$ cat src/rtl/pio_key_debounce_if.sv
// Register-bus port bundle for the debounced key PIO: one address/strobe bus,
// registered read data and a level interrupt.
interface pio_key_debounce_if;
    logic [2:0]  address;
    logic        chipselect;
    logic        write_n;
    logic [31:0] writedata;
    logic [31:0] readdata;
    logic        irq;

    modport master (output address, chipselect, write_n, writedata,
                    input  readdata, irq);
    modport slave  (input  address, chipselect, write_n, writedata,
                    output readdata, irq);
endinterface

$ cat src/rtl/pio_key_debounce.sv
// Debounced key PIO: per-bit synchroniser and stability counter, edge capture
// with write-1-to-clear, level irq, and a small register map with registered reads.
module pio_key_lane #(
    parameter int SYNC_STAGES     = 2,
    parameter int DEBOUNCE_CYCLES = 50000
) (
    input  logic clk,
    input  logic reset_n,
    input  logic key,
    input  logic db_en,
    input  logic cnt_clr,
    output logic raw,
    output logic data,
    output logic data_d
);
    localparam int CW = $clog2(DEBOUNCE_CYCLES + 1);
    localparam logic [CW-1:0] CNT_LAST = CW'(DEBOUNCE_CYCLES - 1);

    logic [SYNC_STAGES-1:0] sync;
    logic [CW-1:0]          cnt;

    assign raw = sync[SYNC_STAGES-1];

    always_ff @(posedge clk or negedge reset_n) begin
        if (!reset_n) begin
            sync   <= '0;
            cnt    <= '0;
            data   <= 1'b0;
            data_d <= 1'b0;
        end else begin
            sync   <= {sync[SYNC_STAGES-2:0], key};
            data_d <= data;
            if (!db_en) begin
                data <= raw;
                cnt  <= '0;
            end else if (raw == data) begin
                cnt <= '0;
            end else if (cnt == CNT_LAST) begin
                // counter stops here, so it can never wrap
                data <= raw;
                cnt  <= '0;
            end else begin
                cnt <= cnt + CW'(1);
            end
            if (cnt_clr) cnt <= '0;
        end
    end
endmodule

module pio_key_debounce #(
    parameter int WIDTH           = 3,
    parameter int SYNC_STAGES     = 2,
    parameter int DEBOUNCE_CYCLES = 50000
) (
    input  logic                  clk,
    input  logic                  reset_n,
    pio_key_debounce_if.slave     bus,
    input  logic [WIDTH-1:0]      in_port
);
    logic [WIDTH-1:0] raw, data, data_d;
    logic [WIDTH-1:0] irq_mask, edge_capture, rise_en, fall_en, db_en;
    logic [WIDTH-1:0] wr_data, cnt_clr, ec_set, ec_clr;
    logic [31:0]      rd_next;
    logic             wr;

    assign wr      = bus.chipselect & ~bus.write_n;
    assign wr_data = bus.writedata[WIDTH-1:0];
    // only bits whose enable actually flips restart their count
    assign cnt_clr = (wr && bus.address == 3'd6) ? (wr_data ^ db_en) : '0;
    assign ec_clr  = (wr && bus.address == 3'd3) ? wr_data : '0;
    assign ec_set  = (data & ~data_d & rise_en) | (~data & data_d & fall_en);
    assign bus.irq = |(edge_capture & irq_mask);

    generate
        for (genvar i = 0; i < WIDTH; i++) begin : g_lane
            pio_key_lane #(
                .SYNC_STAGES     (SYNC_STAGES),
                .DEBOUNCE_CYCLES (DEBOUNCE_CYCLES)
            ) u_lane (
                .clk     (clk),
                .reset_n (reset_n),
                .key     (in_port[i]),
                .db_en   (db_en[i]),
                .cnt_clr (cnt_clr[i]),
                .raw     (raw[i]),
                .data    (data[i]),
                .data_d  (data_d[i])
            );
        end
        if (WIDTH < 32) begin : g_unused
            logic unused_wd;
            assign unused_wd = ^bus.writedata[31:WIDTH];
        end
    endgenerate

    always_comb begin
        rd_next = '0;
        case (bus.address)
            3'd0:    rd_next[WIDTH-1:0] = data;
            3'd1:    rd_next[WIDTH-1:0] = raw;
            3'd2:    rd_next[WIDTH-1:0] = irq_mask;
            3'd3:    rd_next[WIDTH-1:0] = edge_capture;
            3'd4:    rd_next[WIDTH-1:0] = rise_en;
            3'd5:    rd_next[WIDTH-1:0] = fall_en;
            3'd6:    rd_next[WIDTH-1:0] = db_en;
            default: ;
        endcase
    end

    always_ff @(posedge clk or negedge reset_n) begin
        if (!reset_n) begin
            irq_mask     <= '0;
            edge_capture <= '0;
            rise_en      <= '0;
            fall_en      <= '1;
            db_en        <= '1;
            bus.readdata <= '0;
        end else begin
            bus.readdata <= rd_next;
            // a fresh edge beats a simultaneous clear
            edge_capture <= (edge_capture & ~ec_clr) | ec_set;
            if (wr) begin
                case (bus.address)
                    3'd2:    irq_mask <= wr_data;
                    3'd4:    rise_en  <= wr_data;
                    3'd5:    fall_en  <= wr_data;
                    3'd6:    db_en    <= wr_data;
                    default: ;
                endcase
            end
        end
    end
endmodule

$ cat src/flat_wrapper.sv
// flat-port wrapper written by rule: the top's interface ports become plain ports
module pio_key_debounce_flat 
#(
    parameter int WIDTH           = 3,
    parameter int SYNC_STAGES     = 2,
    parameter int DEBOUNCE_CYCLES = 50000
)
  (clk, reset_n, in_port, bus_address, bus_chipselect, bus_write_n, bus_writedata, bus_readdata, bus_irq);
  pio_key_debounce_if bus_i ();
  input  logic clk;
  input  logic reset_n;
  input  logic [WIDTH-1:0] in_port;
  input wire logic [$bits(bus_i.address)-1:0] bus_address;
  input wire logic [$bits(bus_i.chipselect)-1:0] bus_chipselect;
  input wire logic [$bits(bus_i.write_n)-1:0] bus_write_n;
  input wire logic [$bits(bus_i.writedata)-1:0] bus_writedata;
  output wire logic [$bits(bus_i.readdata)-1:0] bus_readdata;
  output wire logic [$bits(bus_i.irq)-1:0] bus_irq;
  assign bus_i.address = bus_address;
  assign bus_i.chipselect = bus_chipselect;
  assign bus_i.write_n = bus_write_n;
  assign bus_i.writedata = bus_writedata;
  assign bus_readdata = bus_i.readdata;
  assign bus_irq = bus_i.irq;
  pio_key_debounce #(.WIDTH(WIDTH), .SYNC_STAGES(SYNC_STAGES), .DEBOUNCE_CYCLES(DEBOUNCE_CYCLES)) u_core (.clk(clk), .reset_n(reset_n), .bus(bus_i), .in_port(in_port));
endmodule
$ cat config.mk
export PLATFORM = sky130hd
export DESIGN_NAME = pio_key_debounce_flat
export DESIGN_NICKNAME = d
export VERILOG_FILES = /design/src/rtl/pio_key_debounce_if.sv /design/src/rtl/pio_key_debounce.sv /design/src/flat_wrapper.sv
export SDC_FILE = /design/constraint.sdc
export NUM_CORES = 1
export LEC_CHECK = 0
export CORE_MARGIN = 8
export CORE_UTILIZATION = 47
export DETAILED_ROUTE_END_ITERATION = 10
export GPL_TIMING_DRIVEN = 0
export PLACE_DENSITY_LB_ADDON = 0.3
export SETUP_SLACK_MARGIN = 0.02
export SLEW_MARGIN = 20
export SYNTH_ARGS = -nofsm -noshare
export SYNTH_HDL_FRONTEND = slang
export SYNTH_HIERARCHICAL = 1
export SYNTH_SLANG_ARGS = --single-unit
$ cat constraint.sdc
create_clock -name clk -period 1.8 [get_ports clk]
set_clock_uncertainty 0.2 [all_clocks]
set_input_delay 0.36 -clock clk [delete_from_list [all_inputs] [get_ports clk]]
set_output_delay 0.36 -clock clk [all_outputs]
set_load 0.05 [all_outputs]
# --- Yosys cells after proc, flatten, opt, wreduce, memory -nomap -nowiden ---
# Index checks and enable logic that the tools add are counted.
op_classes:
  n_reduce_logical: 11
  n_mux: 24
  addsub: 3
  eq_ne: 18
  n_bitwise: 14
ops:
  columns: ["op", "count"]
  rows:
  - ["$mux 16", 12]
  - ["$add 16x1->16 const B", 3]
  - ["$eq 16x16->1 const B", 3]
  - ["$pmux 3 s7", 1]
  - ["$and 3x3->3", 6]
  - ["$reduce_and 2->1", 7]
  - ["$ne 2x2->1 const B", 6]
  - ["$eq 3x3->1 const B", 3]
  - ["$mux 1", 9]
  - ["$not 3->3", 3]
  - ["$eq 3x2->1 const B", 2]
  - ["$mux 3", 2]
  - ["$or 3x3->3", 2]
  - ["$eq 1x1->1", 3]
  - ["$eq 3x1->1 const B", 1]
  - ["$logic_not 3->1", 1]
  - ["$reduce_or 3->1", 1]
  - ["$xor 3x3->3", 1]
  - ["$logic_and 1x1->1", 2]
  - ["$and 1x1->1", 1]
  - ["$not 1->1", 1]
totals:
  inputBits: 42
  reg_bits: 78

# --- Logic depth before layout (Yosys ltp) ---
logic_depth:
  word_depth: 7
  ltp_mapped: 9
  ltp_nobuf: 5

# --- Modules after synthesis ---
# The synthesis kept the hierarchy.
modules_own_cells:
  columns: ["module", "area_per_inst_um2", "seq_area_each_um2", "instances", "cells_each"]
  rows:
  - ["pio_key_lane", 913.4, 500.5, 3, 86]
  - ["pio_key_debounce", 1239.9, 457.9, 1, 114]

# --- Worst setup path before layout ---
# OpenSTA, ideal clock, no wires.
synth_timing:
  path_kind: "reg-to-reg"
  startpoint: "register u_core.g_lane[0].u_lane.cnt[11]"
  endpoint: "register u_core.g_lane[0].u_lane.cnt[11]"
  setup_time_ps: 119
  path_buffers: 2
  required_ps: 1481
  arrival_ps: 1682
  setup_slack_ps: -201
  path_stages_with_launch: 7
  path_cell_list: "dfrtp_1 -> or4b_1 -> o41ai_2 -> or3_1 -> buf_4 -> buf_6 -> nor2_1"
synth_between:
  elab_chain_len: 5
  elab_cells_between_ends: 6
  classes_between: "1 x add/sub; 1 x eq/ne; 4 x mux"
synth_rtl:
  columns: ["element", "line", "text"]
  rows:
  - ["start: declaration", "pio_key_debounce.sv:20", "logic [CW-1:0] cnt;"]
  - ["start signal: assignment", "pio_key_debounce.sv:43", "cnt <= cnt + CW'(1);"]
  - ["$add 16x1->16 or $eq 16x16->1 (tied branches)", "pio_key_debounce.sv:43, pio_key_debounce.sv:38", null]
  - ["$mux 16 (*)", "pio_key_debounce.sv:38", "end else if (cnt == CNT_LAST) begin"]
  - ["$mux 16 (*)", "pio_key_debounce.sv:36", "end else if (raw == data) begin"]
  - ["$mux 16 (*)", "pio_key_debounce.sv:33", "if (!db_en) begin"]
  - ["$mux 16 (*)", "pio_key_debounce.sv:45", "if (cnt_clr) cnt <= '0;"]
# Mark *: on every way between the ends. The rest lies on a longest branch, timed or not.
# A chain may end at the register's enable or synchronous reset.

# --- Worst setup path in the final report ---
layout_timing:
  startpoint: "register u_core.g_lane[1].u_lane.cnt[5]"
  endpoint: "register u_core.g_lane[1].u_lane.cnt[11]"
layout_between:
  elab_chain_len: 5
  elab_cells_between_ends: 6
  classes_between: "1 x add/sub; 1 x eq/ne; 4 x mux"
layout_rtl:
  columns: ["element", "line"]
  rows:
  - ["start: declaration", "pio_key_debounce.sv:20"]
  - ["start signal: assignment", "pio_key_debounce.sv:43"]
  - ["$add 16x1->16 or $eq 16x16->1 (tied branches)", "pio_key_debounce.sv:43, pio_key_debounce.sv:38"]
  - ["$mux 16 (*)", "pio_key_debounce.sv:38"]
  - ["$mux 16 (*)", "pio_key_debounce.sv:36"]
  - ["$mux 16 (*)", "pio_key_debounce.sv:33"]
  - ["$mux 16 (*)", "pio_key_debounce.sv:45"]
# Marked as above.

==> impl_metrics.py <==
metrics = {
    "clock_network": {
        "cts_made_buffers": 9,
        "cts_tree": "yes",
        "tritoncts_num_sinks": 78,
        "cts.reportedPaths.clkPinSlew_ns": 0.08,
        "clkLatencyLatePin_ns": 0.35,
        "cts_max_path_buffers": 2,
        "cts_root_cell": "sky130_fd_sc_hd__clkbuf_8",
        "cts_htree_levels": 3,
    },
    "critical_path": {
        "crit_arrival_ns": 2.20,
        "reg2reg_to": "u_core/g_lane[1].u_lane/cnt[11]$_DFF_PN0_",
        "crit_type": "reg2reg",
        "cp-startpoint": "u_core/g_lane[1].u_lane/cnt[5]$_DFF_PN0_",
        "critPathCaptureType": "register",
        "reg2reg_from": "u_core/g_lane[1].u_lane/cnt[5]$_DFF_PN0_",
        "setup.worst_path.end": "u_core/g_lane[1].u_lane/cnt[11]$_DFF_PN0_",
        "regToRegSetupSlack_ns": -0.37,
        "start_kind": "register",
        "crit_required_ns": 1.84,
        "r2r.worst_path.cells": 6,
        "critical_path.max_fanout": 10,
    },
    "layout": {
        "nFillCells": 643,
        "layout-drive-gt1-share": 0.3617,
        "layout_area_overhead_pct": 29.49,
        "diodes": 0,
        "nNetsFinal": 510,
        "layout_commonest_cell": "sky130_fd_sc_hd__dfrtp_1",
        "layout.cells.most_common_list": "sky130_fd_sc_hd__dfrtp_1 (68), sky130_fd_sc_hd__buf_4 (62), sky130_fd_sc_hd__xnor2_1 (45)",
    },
    "detailed_routing": {
        "vias_per_cell": 5.070,
        "drt_iter0_markers": 96,
        "drc": 0,
        "totalWireLength_mm": 8.499,
        "avgRoutedWirePerCell_um": 14.78,
        "detail-route-antenna-nets": 0,
        "via_count_of_the_routed_design": 2915,
        "dr.pass1.iters": 4,
    },
    "global_routing": {
        "grt_max_degree": 59,
        "grt_pass1_wl_mm": 13.11,
        "grt_antenna_before_repair": 0,
        "grt_pass1_vias": 2740,
        "globalRouteTotalUtil": 0.1412,
        "globalRouteOverflowTotal": 0,
    },
    "placement": {
        "globalplace.congestion": 0.7751,
        "port-buffer-count": 14,
        "post-dp-hpwl_mm": 4.969,
    },
    "floorplanning": {
        "floorplan.initialDensity": 0.4844,
        "fp.dieW_um": 108.0,
        "row_cnt": 33,
        "floorplan.io_pins": 75,
        "die_height_um": 108.0,
        "core_ar_um2": 8217,
        "fp.dieArea_um2": 11670,
    },
    "sta": {
        "timing_max_transition_violations_final": 0,
        "final_total_negative_setup_slack_ns": -16.58,
        "finalSetupViolCount": 52,
        "grt_setup_unrepaired": "true",
        "achievable-frequency_ghz": 0.4614,
        "layout_worst_path_cycle_share": 1.204,
        "timing.hold.ws_ns": 0.1527,
        "timing.final.ws_setup_ns": -0.3671,
        "timing.final.hold_violations": 0,
        "final_period_minus_worst_setup_slack_ns": 2.167,
    },
    "outcome": {
        "failing_checks": "negative setup slack",
        "outcome": "finished with violations",
    },
    "yosys": {
        "synth.ff_latch_count": 78,
        "synth_top_area_cell": "sky130_fd_sc_hd__dfrtp_1",
        "synth.area.top_cells": "sky130_fd_sc_hd__dfrtp_1 (45%), sky130_fd_sc_hd__xnor2_1 (9.9%), sky130_fd_sc_hd__buf_4 (6.0%)",
        "postSynthAreaPerCell_um2": 10.70,
        "netlist_cell_types": 38,
        "synthesis.yosys.warnings": 6,
        "synth-seq-area-share": 0.4923,
        "post_synth_instance_area_um2": 3980,
        "synth_top_cell_area_share": 0.4527,
        "post_synthesis_cells": 372,
    },
    "hold_path": {
        "hold_path_class": "reg2reg",
    },
    "power": {
        "power_per_cell_area_nw_per_um2": 909.8,
        "power.static_leakage_uw": 0.002175,
        "ir_drop_uv": 541.5,
    },
    "job": {
        "timing.max_cap.violations": 0,
    },
}
per-stage QoR:
| step | total power, uW | util | cells | cell area (um2) | worst slack, ns |
|---|---|---|---|---|---|
| final | 4689 | 0.6272 | 575 | 5154 | -0.3671 |
| after floorplan | 2722 | - | 400 | 4096 | -0.1881 |
| after CTS | 4624 | 0.6012 | 563 | 4940 | -0.3180 |
| after global routing | 4890 | 0.6272 | 575 | 5154 | -0.4223 |
| after detailed placement | 2954 | 0.5346 | 520 | 4393 | -0.5611 |
| after global placement | 2925 | 0.5316 | 519 | 4368 | -2.539 |
logic make-up after synthesis:
| kind of cell | synth area share |
|---|---|
| muxes | 0.06979 |
| DFF | 0.4923 |
| and+or+nand+nor | 0.1990 |
| buffers and inverters | 0.09085 |
| AOI/OAI and AO/OA | 0.03206 |
| other | 0.0009422 |
| adders and majority gates | 0.009432 |
| xor gates and xnor gates | 0.1056 |
cell usage after synthesis, drive strengths merged:
cell type  number
inv            14
nor2b           1
a21o            3
mux2i           3
a2bb2oi         1
nor3           13
or4bb           6
clkbuf          2
nor2           63
ha              3
o21ai           3
nor4            9
conb            1
a211oi          1
dfstp           6
or3             3
xnor2          45
mux4            2
or3b            2
mux2           17
dfrtp          72
a21oi           1
or4b            3
o41ai           3
nand4          12
nand2b          1
a222oi          1
xor2            3
a221o           1
buf            38
nand3b          8
nand2          14
nand3          16
nor3b           1
state kept, by name, summed over array words and instances (netlist names):
name / cells
u_core/irq_mask: 3
u_core/db_en: 3
u_core/g_lane.u_lane/cnt: 48
u_core/g_lane.u_lane/data: 3
u_core/g_lane.u_lane/sync: 6
u_core/edge_capture: 3
u_core/g_lane.u_lane/data_d: 3
u_core/bus.readdata: 3
u_core/rise_en: 3
u_core/fall_en: 3
final cells by class:
cell class                 instances  area, um2  share of cell area
buffer                            38      310.3             0.06021
clock buffer                      13      168.9             0.03277
clock inverter                     3      65.06             0.01262
inverter                          14      52.55             0.01020
multi-input combinational        268       1936              0.3756
sequential                        78       1964              0.3812
tap                              105      131.4             0.02549
timing repair buffer              56      525.5              0.1020
worst max-delay path, stage by stage (launching register included):
cell and delay, ns:
sky130_fd_sc_hd__dfrtp_2 0.43, sky130_fd_sc_hd__or4bb_4 0.56, sky130_fd_sc_hd__o41ai_4 0.40, sky130_fd_sc_hd__or3_1 0.18, sky130_fd_sc_hd__buf_6 0.13, sky130_fd_sc_hd__buf_8 0.13
sky130_fd_sc_hd__nor2_1 0.05
power breakdown:
| part | leakage [uW] | internal (uW) | total, uW | switching, uW |
|---|---|---|---|---|
| logic | 0.00105 | 549 | 1100 | 554 |
| registers | 0.00100 | 1920 | 2070 | 148 |
| clock network | 0.000120 | 894 | 1510 | 619 |
| total | 0.00218 | 3370 | 4690 | 1320 |
per-layer routing:
layer  share of wire  vias up  GRT usage
met3           0.050       12    0.03391
met1            0.43     1445     0.1765
li1                -     1395          -
met5               0        -          0
met2            0.50       63     0.2280
met4           0.016        0    0.06145
what timing repair did:
| item | CTS | global route |
|---|---|---|
| pin swaps | 19 | 9 |
| gates cloned | 0 | 2 |
| setup endpoints to repair | 61 | 59 |
| gates resized for setup | 41 | 36 |
| endpoints found under the hold margin | 20 | 0 |
| hold buffers | 1 | 0 |
| setup buffers | 26 | 12 |
worst min-delay path by stage:
stage                                                         start                                        end  slack [ns]  depth (start not counted)
after global routing      u_core/g_lane[1].u_lane/sync[0]$_DFF_PN0_  u_core/g_lane[1].u_lane/sync[1]$_DFF_PN0_        0.17                          0
after floorplan                                             reset_n           u_core/bus.readdata[0]$_DFF_PN0_       -0.14                          0
after detailed placement                                    reset_n  u_core/g_lane[2].u_lane/cnt[14]$_DFF_PN0_        0.07                          1
after global placement    u_core/g_lane[0].u_lane/sync[0]$_DFF_PN0_  u_core/g_lane[0].u_lane/sync[1]$_DFF_PN0_        0.13                          0
final                     u_core/g_lane[0].u_lane/sync[0]$_DFF_PN0_  u_core/g_lane[0].u_lane/sync[1]$_DFF_PN0_        0.15                          0
after CTS                 u_core/g_lane[0].u_lane/sync[0]$_DFF_PN0_  u_core/g_lane[0].u_lane/sync[1]$_DFF_PN0_        0.15                          0
Note: power is estimated with default switching activity, not from simulation.
